## src/rtl/conv_pkg.sv

```systemverilog
// Shared helpers for the streaming KxK convolution: width math and tap indexing.
package conv_pkg;

  // Ceiling log2, floored at 1 so it can always size a vector.
  function automatic int clog2(input int n);
    int r;
    int v;
    r = 0;
    v = 1;
    while (v < n) begin
      v = v * 2;
      r = r + 1;
    end
    return (r < 1) ? 1 : r;
  endfunction

  function automatic int out_w(input int data_w, input int coef_w, input int k);
    return data_w + coef_w + clog2(k * k);
  endfunction

  function automatic int tap_idx(input int r, input int c, input int k);
    return r * k + c;
  endfunction

endpackage

```

## src/rtl/conv_line_buffer.sv

```systemverilog
// One image row of delay: a DEPTH-deep pixel shift register that advances on i_en.
module conv_line_buffer #(
  parameter int DATA_W = 4,
  parameter int DEPTH  = 6
) (
  input  logic              CLK,
  input  logic              reset,
  input  logic              i_en,
  input  logic [DATA_W-1:0] i_data,
  output logic [DATA_W-1:0] o_data
);

  logic [DATA_W-1:0] r_mem [DEPTH];

  // Shift one pixel per accepted beat; the tail is the same column one row earlier.
  always_ff @(posedge CLK or negedge reset) begin
    if (!reset) begin
      for (int i = 0; i < DEPTH; i++) r_mem[i] <= '0;
    end else if (i_en) begin
      r_mem[0] <= i_data;
      for (int i = 1; i < DEPTH; i++) r_mem[i] <= r_mem[i-1];
    end else begin
      for (int i = 0; i < DEPTH; i++) r_mem[i] <= r_mem[i];
    end
  end

  assign o_data = r_mem[DEPTH-1];

endmodule

```

## src/rtl/conv2d_stream.sv

```systemverilog
// Streaming KxK convolution with internal line buffers and loadable signed taps.
// Define CONV_RELU_EN to clamp negative results to zero.
module conv2d_stream
  import conv_pkg::*;
#(
  parameter int DATA_W = 4,
  parameter int COEF_W = 4,
  parameter int K      = 3,
  parameter int IMG_W  = 6,
  parameter int IMG_H  = 6
) (
  input  logic                                    CLK,
  input  logic                                    reset,
  input  logic                                    in_valid,
  input  logic                                    in_sof,
  input  logic [DATA_W-1:0]                       in_pixel,
  input  logic                                    w_we,
  input  logic [clog2(K*K)-1:0]                   w_addr,
  input  logic [COEF_W-1:0]                       w_data,
  output logic                                    out_valid,
  output logic                                    out_last,
  output logic signed [out_w(DATA_W,COEF_W,K)-1:0] out_data
);

  localparam int OUT_W  = out_w(DATA_W, COEF_W, K);
  localparam int TAPS   = K * K;
  localparam int AW     = clog2(TAPS);
  localparam int PROD_W = DATA_W + COEF_W;
  localparam int ROW_W  = clog2(IMG_H);
  localparam int COL_W  = clog2(IMG_W);

  logic [ROW_W-1:0]         r_row;
  logic [COL_W-1:0]         r_col;
  logic [DATA_W-1:0]        r_win [TAPS];
  logic signed [COEF_W-1:0] r_coef [TAPS];
  logic                     r_we_d;
  logic [AW-1:0]            r_addr_d;
  logic [COEF_W-1:0]        r_data_d;
  logic                     r_v0, r_last0, r_v1, r_last1;
  logic signed [PROD_W-1:0] r_prod [TAPS];

  logic [DATA_W-1:0]        w_lb_in  [K-1];
  logic [DATA_W-1:0]        w_lb_out [K-1];
  logic [DATA_W-1:0]        w_col_new [K];
  logic [ROW_W-1:0]         w_pos_row;
  logic [COL_W-1:0]         w_pos_col;
  logic                     w_win_ok, w_is_last;
  logic signed [PROD_W-1:0] w_prod [TAPS];
  logic signed [OUT_W-1:0]  w_sum, w_res;

  for (genvar j = 0; j < K-1; j++) begin : g_lb
    if (j == 0) begin : g_first
      assign w_lb_in[j] = in_pixel;
    end else begin : g_next
      assign w_lb_in[j] = w_lb_out[j-1];
    end
    conv_line_buffer #(.DATA_W(DATA_W), .DEPTH(IMG_W)) u_lb (
      .CLK(CLK), .reset(reset), .i_en(in_valid), .i_data(w_lb_in[j]), .o_data(w_lb_out[j])
    );
    // Window row K-2-j sees the pixel j+1 rows above the incoming one.
    assign w_col_new[K-2-j] = w_lb_out[j];
  end
  assign w_col_new[K-1] = in_pixel;

  assign w_pos_row = in_sof ? '0 : r_row;
  assign w_pos_col = in_sof ? '0 : r_col;
  assign w_win_ok  = (w_pos_row >= ROW_W'(K-1)) && (w_pos_col >= COL_W'(K-1));
  assign w_is_last = (w_pos_row == ROW_W'(IMG_H-1)) && (w_pos_col == COL_W'(IMG_W-1));

  // Raster position of the next pixel; in_sof re-anchors the accepted pixel at (0,0).
  always_ff @(posedge CLK or negedge reset) begin
    if (!reset) begin
      r_row <= '0;
      r_col <= '0;
    end else if (in_valid) begin
      if (w_pos_col == COL_W'(IMG_W-1)) begin
        r_col <= '0;
        r_row <= (w_pos_row == ROW_W'(IMG_H-1)) ? '0 : w_pos_row + ROW_W'(1);
      end else begin
        r_col <= w_pos_col + COL_W'(1);
        r_row <= w_pos_row;
      end
    end else begin
      r_row <= r_row;
      r_col <= r_col;
    end
  end

  // Window slides left one column per accepted pixel; tag marks a complete window.
  always_ff @(posedge CLK or negedge reset) begin
    if (!reset) begin
      for (int i = 0; i < TAPS; i++) r_win[i] <= '0;
      r_v0    <= 1'b0;
      r_last0 <= 1'b0;
    end else begin
      r_v0    <= in_valid && w_win_ok;
      r_last0 <= in_valid && w_win_ok && w_is_last;
      if (in_valid) begin
        for (int r = 0; r < K; r++) begin
          for (int c = 0; c < K-1; c++) r_win[tap_idx(r, c, K)] <= r_win[tap_idx(r, c+1, K)];
          r_win[tap_idx(r, K-1, K)] <= w_col_new[r];
        end
      end else begin
        for (int i = 0; i < TAPS; i++) r_win[i] <= r_win[i];
      end
    end
  end

  // Writes land in the bank one edge late so a window taken on the write edge multiplies old taps.
  always_ff @(posedge CLK or negedge reset) begin
    if (!reset) begin
      r_we_d   <= 1'b0;
      r_addr_d <= '0;
      r_data_d <= '0;
      for (int i = 0; i < TAPS; i++) r_coef[i] <= '0;
    end else begin
      r_we_d   <= w_we;
      r_addr_d <= w_addr;
      r_data_d <= w_data;
      if (r_we_d && (r_addr_d < AW'(TAPS))) begin
        r_coef[r_addr_d] <= $signed(r_data_d);
      end else begin
        r_coef[r_addr_d] <= r_coef[r_addr_d];
      end
    end
  end

  // Pixels are zero-extended so they stay non-negative in the signed multiply.
  always_comb begin
    for (int i = 0; i < TAPS; i++) begin
      w_prod[i] = $signed(PROD_W'(r_win[i])) * PROD_W'(r_coef[i]);
    end
  end

  // Stage 1: register all products.
  always_ff @(posedge CLK or negedge reset) begin
    if (!reset) begin
      for (int i = 0; i < TAPS; i++) r_prod[i] <= '0;
      r_v1    <= 1'b0;
      r_last1 <= 1'b0;
    end else begin
      for (int i = 0; i < TAPS; i++) r_prod[i] <= w_prod[i];
      r_v1    <= r_v0;
      r_last1 <= r_last0;
    end
  end

  // Adder tree at full width, then optional ReLU clamp.
  always_comb begin
    w_sum = '0;
    for (int i = 0; i < TAPS; i++) w_sum = w_sum + OUT_W'(r_prod[i]);
`ifdef CONV_RELU_EN
    if (w_sum[OUT_W-1]) begin
      w_res = '0;
    end else begin
      w_res = w_sum;
    end
`else
    w_res = w_sum;
`endif
  end

  // Stage 2: registered result; data holds between results.
  always_ff @(posedge CLK or negedge reset) begin
    if (!reset) begin
      out_valid <= 1'b0;
      out_last  <= 1'b0;
      out_data  <= '0;
    end else begin
      out_valid <= r_v1;
      out_last  <= r_v1 && r_last1;
      if (r_v1) begin
        out_data <= w_res;
      end else begin
        out_data <= out_data;
      end
    end
  end

endmodule

```

## config.mk

```make
export PLATFORM = sky130hd
export DESIGN_NAME = conv2d_stream
export DESIGN_NICKNAME = d
export VERILOG_FILES = /design/src/rtl/conv_pkg.sv /design/src/rtl/conv_line_buffer.sv /design/src/rtl/conv2d_stream.sv
export SDC_FILE = /design/constraint.sdc
export NUM_CORES = 1
export LEC_CHECK = 0
export ABC_AREA = 1
export CAP_MARGIN = 20
export CELL_PAD_IN_SITES_DETAIL_PLACEMENT = 1
export CELL_PAD_IN_SITES_GLOBAL_PLACEMENT = 2
export CORE_ASPECT_RATIO = 0.8
export CORE_MARGIN = 4
export CORE_UTILIZATION = 40
export CTS_CLUSTER_DIAMETER = 30
export DETAILED_ROUTE_END_ITERATION = 8
export HOLD_SLACK_MARGIN = 0.1
export PLACE_DENSITY = 0.88
export SLEW_MARGIN = 20
export SYNTH_ARGS = -nofsm -noshare
export SYNTH_HDL_FRONTEND = slang
export SYNTH_HIERARCHICAL = 1
export SYNTH_SLANG_ARGS = --single-unit
```

## constraint.sdc

```tcl
create_clock -name CLK -period 5.6 [get_ports CLK]
set_input_delay 1.12 -clock CLK [delete_from_list [all_inputs] [get_ports CLK]]
set_output_delay 1.12 -clock CLK [all_outputs]
set_load 0.05 [all_outputs]
```

==> results.md, run 1 <==
- Num Clock Sinks: 225
- Combinational fraction of design power: 52.3%
- Synth area leader: dfrtp_1
- Clk_lat worst skew: 0.57 ns
- Die H: 180 um
- RSZ-0062 raised after global routing: false
- Met3 Track Usage GR: 3.22%
- Net Count, Synth: 1952
- Worst Clk Skew: 0.0156 ns
- CP endpoint kind: register
- Fmax: 0.239 GHz
- Drt drc: 0
- Critical path class: register to register
- Leakage: 9.98 nW
- Seq cells post-synth: 225
- Clock Path Buffers: 3
- Crit share post-route: 74.6%
- Drt pass-1 iters: 4
- YS warnings: 6
- I/O Pins: 31
- Asr flop ratio synth: 100%
- M1 GR Usage: 26.7%
- Power, Total: 0.0114 W
- Worst EP arrival: 4.61 ns
- Post-CTS Setup Inserts: 0
- TritonCTS Buffers: 53
- Mapped cell area: 0.0148 mm2
- Yosys cell types: 33
- Tot GR Track Use: 19.6%
- Setup crit start kind: register
- Outcome: finished, final reports clean
- Worst path required time: 6.04 ns
- Synth top area cells: dfrtp_1 38%, fa_1 14%, nand2_1 14%, ha_1 12%, inv_1 9.3%
- Net Sw Power: 0.00500 W
- Global route overflow: 0
- Met2 global-route usage: 32.4%
- Vias post-DR: 10700
- Sequential Power Share: 19.8%
- Most frequent cell after synthesis: nand2_1
- Post-layout min period: 4.18 ns
- Core Region: 0.0362 mm2
- Clk slew on worst S/H paths: 0.05 ns
- Share of layout cells above drive strength 1: 7.79%
- Final hold vios: 0
- Vias per inst: 4.72
- Mapped Avg Cell Area: 8.81 um2
- Root buf cell: clkbuf_16
- Internal Power: 0.00638 W
- Worst-path fanout max: 3
- FP Rows: 62
- Switching Fraction: 43.9%
- Die area: 0.0403 mm2
- Post-DRT Antenna Nets: 0
- Die W: 223 um
- GPL Wtd Cong: 0.849
- Fillers: 4142
- Via count of the first global-routing pass: 12100
- Setup tns final: 0 ns
- PortBufs: 30
- Top cell type's share of synthesized area: 37.9%
- # hold bufs at CTS: 0
- Max Cap Viol: 0
- Power Density: 656 mW/mm2
- Largest net degree at the start of global routing: 97
- Initial antenna violation count: 3
- CTS tree: yes
- Commonest cells in the synthesized netlist: 550 x nand2_1, 367 x inv_1, 225 x dfrtp_1
- Most used DFF post-synth: dfrtp_1
- DR iter-0 viols: 398
- DPL Wire Length: 28100 um
- Post-cts repair resize count: 0
- Cells after synthesis: 1684
- Post-synth EDFFs: 0
- Final #Nets: 2008
- Max transition margin: 44.9%
- Overall routed net length: 37700 um
- WL per Instance: 16.6 um
- Gr busiest metal: met2
- Hold crit path type: register to register
- Pins Over Slew Limit: 0
- Area grow syn2layout: 17.0%
- Clock network power share: 27.9%
- Sequential element share of the synthesized area: 37.9%
- First-pass GRT wire length: 63500 um
- Initial Util: 41.0%
- Peak supply drop: 0.000889 V
- Final setup violation count: 0
- Worst slew pin tran: 0.827 ns
- H-tree levels: 2
## final timing paths
| path | startpoint | slack (ns) | to | cells after the start |
|---|---|---|---|---|
| setup / recovery | r_prod[2]$_DFF_PN0_ | 1.42 | out_data[10]$_DFFE_PN0P_ | 17 |
| hold / removal | r_last0$_DFF_PN0_ | 0.35 | r_last1$_DFF_PN0_ | 0 |
| setup reg to reg | r_prod[2]$_DFF_PN0_ | 1.42 | out_data[10]$_DFFE_PN0P_ | 17 |
| hold reg to reg | r_last0$_DFF_PN0_ | 0.35 | r_last1$_DFF_PN0_ | 0 |
| max in group asynchronous | reset | 3.79 | r_coef[1]$_DFFE_PN0P_ | 2 |
| min in group asynchronous | reset | 0.55 | r_win[8]$_DFFE_PN0P_ | 1 |
## metrics by stage
step / cells / setup slack [ns] / hold slack, ns / instance area (um2) / utilization [%]
finish: 2265 / 1.42 / 0.348 / 17400 / 47.9
global route: 2264 / 1.06 / 0.353 / 17400 / 47.9
CTS: 2263 / 1.39 / 0.349 / 17300 / 47.9
detailed placement: 2164 / 1.40 / 0.339 / 15500 / 42.7
global placement: 2164 / 1.43 / 0.337 / 15500 / 42.7
floorplan: 1684 / 1.75 / 0.331 / 14800 / -
## critical path, stage by stage (launching register included)
cell     delay [ns]
dfrtp_1        0.31
inv_1          0.05
fa_1           0.53
inv_1          0.05
fa_1           0.51
fa_1           0.55
inv_1          0.06
fa_1           0.47
inv_1          0.07
ha_1           0.20
inv_1          0.07
fa_1           0.39
o21ai_0        0.40
nand2_1        0.13
nand2_1        0.09
nand2_1        0.04
nand3_1        0.06
nand2_1        0.05
## power groups by stage
stage / combinational, W / clock, W / sequential [W]
finish: 0.00595 / 0.00317 / 0.00225
CTS: 0.00605 / 0.00323 / 0.00226
detailed placement: 0.00594 / 0 / 0.00228
floorplan: 0.00438 / 0 / 0.00224
global route: 0.00699 / 0.00333 / 0.00230
global placement: 0.00576 / 0 / 0.00226
## cell families (layout without fill, tap and decap cells)
group                      Yosys count  in the layout  synth area share (%)
AOI/OAI and AO/OA                   91             91                  3.20
and+or+nand+nor                    665            665                  18.1
other                                0              1                     0
DFF                                225            225                  37.9
adders and majority gates          251            251                  26.4
buffers and inverters              404            504                  11.5
xor gates and xnor gates            48             48                  2.83
## registers in the layout (all words and copies together), names as in the netlist, 3 cells and up
name	count
g_lb.u_lb/o_data	8
g_lb.u_lb/r_mem	40
out_data	12
r_addr_d	4
r_coef	36
r_col	3
r_data_d	4
r_prod	72
r_row	3
r_win	36
## layer usage
metal	routed length, um	vias to the layer above	share of wire, %
li1	-	5131	-
met4	993	0	2.6
met1	17600	5361	47
met2	17700	136	47
met3	1340	72	3.6
met5	0	-	0
## placed cells by master, fill, tap and decap left out, types with 2 or more instances in the layout
cell	count
a21oi_1	27
buf_4	5
buf_8	2
bufinv_16	7
clkbuf_1	5
clkbuf_16	53
clkbuf_8	6
clkdlybuf4s50_1	28
clkinv_2	3
clkinv_4	4
clkinv_8	2
clkinvlp_4	16
dfrtp_1	225
fa_1	104
ha_1	147
inv_1	367
inv_6	3
inv_8	2
nand2_1	550
nand2_2	23
nand2_4	2
nand3_1	23
nand3_2	4
nand3b_1	2
nand4_1	5
nor2_1	45
nor2_2	2
nor2_4	2
o211ai_1	5
o21ai_0	56
or2_1	4
xnor2_1	23
xor2_1	25
## cell type report
type	instances	area [um2]	area share [%]
Antenna cell	1	2.50	0.0144
Multi-Input combinational cell	1055	7510	43.3
Clock inverter	35	439	2.53
Inverter	370	1400	8.09
Timing Repair Buffer	35	348	2.00
Sequential cell	225	5630	32.4
Clock buffer	64	1430	8.22
Tap cell	480	601	3.46
Note: power is estimated with default switching activity, not from simulation.
==> run 2, diff against run 1 <==
- clock period: 5.6 -> 4.3 ns (I/O delays scaled with it)
==> results.md, run 2 (synthesized netlist as in run 1, its figures left out) <==
- Outcome: finished, final reports clean
- Post-layout min period: 4.00 ns
- Drt drc: 0
- Setup crit start kind: register
- Hold crit path type: input port to asynchronous set/reset pin
- Max Cap Viol: 0
- Worst slew pin tran: 0.974 ns
- Die area: 0.0403 mm2
- Reg2reg setup slack: 0.30 ns
- Max transition margin: 34.7%
- Core Region: 0.0362 mm2
- Pins Over Slew Limit: 0
- CP endpoint kind: register
- Design Area, Final: 0.0176 mm2
- Biggest register: r_prod
- Initial Util: 41.0%
- Num Clock Sinks: 225
- Tot GR Track Use: 20.0%
- Post-cts repair resize count: 0
- Worst EP arrival: 4.46 ns
- Leakage: 10.1 nW
- Worst Clk Skew: 0.0222 ns
- Worst-path fanout max: 3
- Power Density: 879 mW/mm2
- Area grow syn2layout: 18.4%
- Fmax: 0.250 GHz
- Drt pass-1 iters: 4
- First-pass GRT wire length: 65200 um
- Share of layout cells above drive strength 1: 8.47%
- Worst r2r path cells: 18
- Largest net degree at the start of global routing: 80
- DR iter-0 viols: 454
- # hold bufs at CTS: 0
- Final hold vios: 0
- FP Rows: 62
- Die W: 223 um
- Top flop regs: r_prod (72), g_lb.u_lb/r_mem (40)
- Worst r2r src: r_prod[2]$_DFF_PN0_
- RSZ-0062 raised after global routing: false
- Clk_lat worst skew: 0.57 ns
- Most common library cell in the layout ignoring fill and taps: nand2_1
- Placed cell areas: 0.0156 mm2
- TritonCTS Buffers: 54
- Clk slew on worst S/H paths: 0.05 ns
- Initial antenna violation count: 2
- PortBufs: 30
- Worst reg2reg endpoint: out_data[8]$_DFFE_PN0P_
- Post-DRT Antenna Nets: 0
- Root buf cell: clkbuf_16
- H-tree levels: 2
- Worst path required time: 4.76 ns
- Crit share post-route: 93.1%
- Post-CTS Setup Inserts: 0
- Fillers: 4102
- Via count of the first global-routing pass: 12200
- Vias per inst: 4.69
- Antenna cells: 0
- Max reg flops: 72
- Final setup violation count: 0
- I/O Pins: 31
- GPL Wtd Cong: 0.832
- DPL Wire Length: 28500 um
- Final #Nets: 2019
- Die H: 180 um
- Clock Path Buffers: 3
- Most frequent cells in the layout: 550 x nand2_1, 366 x inv_1, 225 x dfrtp_1
- Critical path class: register to register
- Peak supply drop: 0.00105 V
- WL per Instance: 16.9 um
- CTS tree: yes
- Overall routed net length: 38400 um
- Setup tns final: 0 ns
- Vias post-DR: 10700
- Global route overflow: 0
-- run 2: worst max path at each step --
stage,from,end,slack [ns],cells after the start
finish,r_prod[2]$_DFF_PN0_,out_data[8]$_DFFE_PN0P_,0.30,18
global route,r_prod[2]$_DFF_PN0_,out_data[10]$_DFFE_PN0P_,0.03,18
CTS,r_prod[2]$_DFF_PN0_,out_data[10]$_DFFE_PN0P_,0.22,18
detailed placement,r_prod[2]$_DFF_PN0_,out_data[10]$_DFFE_PN0P_,0.26,18
global placement,r_prod[2]$_DFF_PN0_,out_data[10]$_DFFE_PN0P_,0.30,18
floorplan,r_prod[2]$_DFF_PN0_,out_data[10]$_DFFE_PN0P_,0.45,17
-- run 2: worst max-delay path, stage by stage, from the launching register on --
cell and delay, ns:
dfrtp_1 0.32, inv_1 0.05, fa_1 0.53, inv_1 0.06
fa_1 0.51, fa_1 0.56, inv_1 0.06, fa_1 0.46
inv_1 0.08, ha_1 0.19, inv_1 0.07, fa_1 0.41
o21ai_1 0.15, buf_4 0.14, nand2_1 0.06, nand2_1 0.07
nand2_1 0.05, nand3_1 0.07, nand2_1 0.05
-- run 2: per-stage QoR --
step	instances	utilization, %	setup WS [ns]	power [W]	hold WS, ns
floorplan	1684	-	0.448	0.00862	0.331
global placement	2175	43.0	0.305	0.0106	0.335
detailed placement	2175	43.0	0.257	0.0109	0.336
CTS	2275	48.5	0.225	0.0157	0.291
global route	2275	48.5	0.0287	0.0171	0.303
finish	2275	48.5	0.297	0.0155	0.269
-- run 2: area by class of cell --
cell class / instances / area, um2 / area share [%]
well taps: 480 / 601 / 3.42
multi-input cells: 1055 / 7510 / 42.7
flip-flops and latches: 225 / 5630 / 32.0
clock buffers: 65 / 1470 / 8.38
inverters: 370 / 1400 / 7.99
clock inverters: 35 / 533 / 3.03
repair buffers: 45 / 428 / 2.43
-- run 2: report_power, final --
group | total (W) | internal (W) | switching, W
combinational | 0.00807 | 0.00312 | 0.00495
clock | 0.00447 | 0.00311 | 0.00137
sequential | 0.00291 | 0.00253 | 0.000376
-- run 2: layer usage --
metal  track usage, %  vias up  part of all wire, %
li1                 -     5160                    -
met1             27.6     5318                   47
met2             33.1      148                   47
met3             3.83       54                  4.0
met4             4.46        0                  1.8
met5                0        -                    0
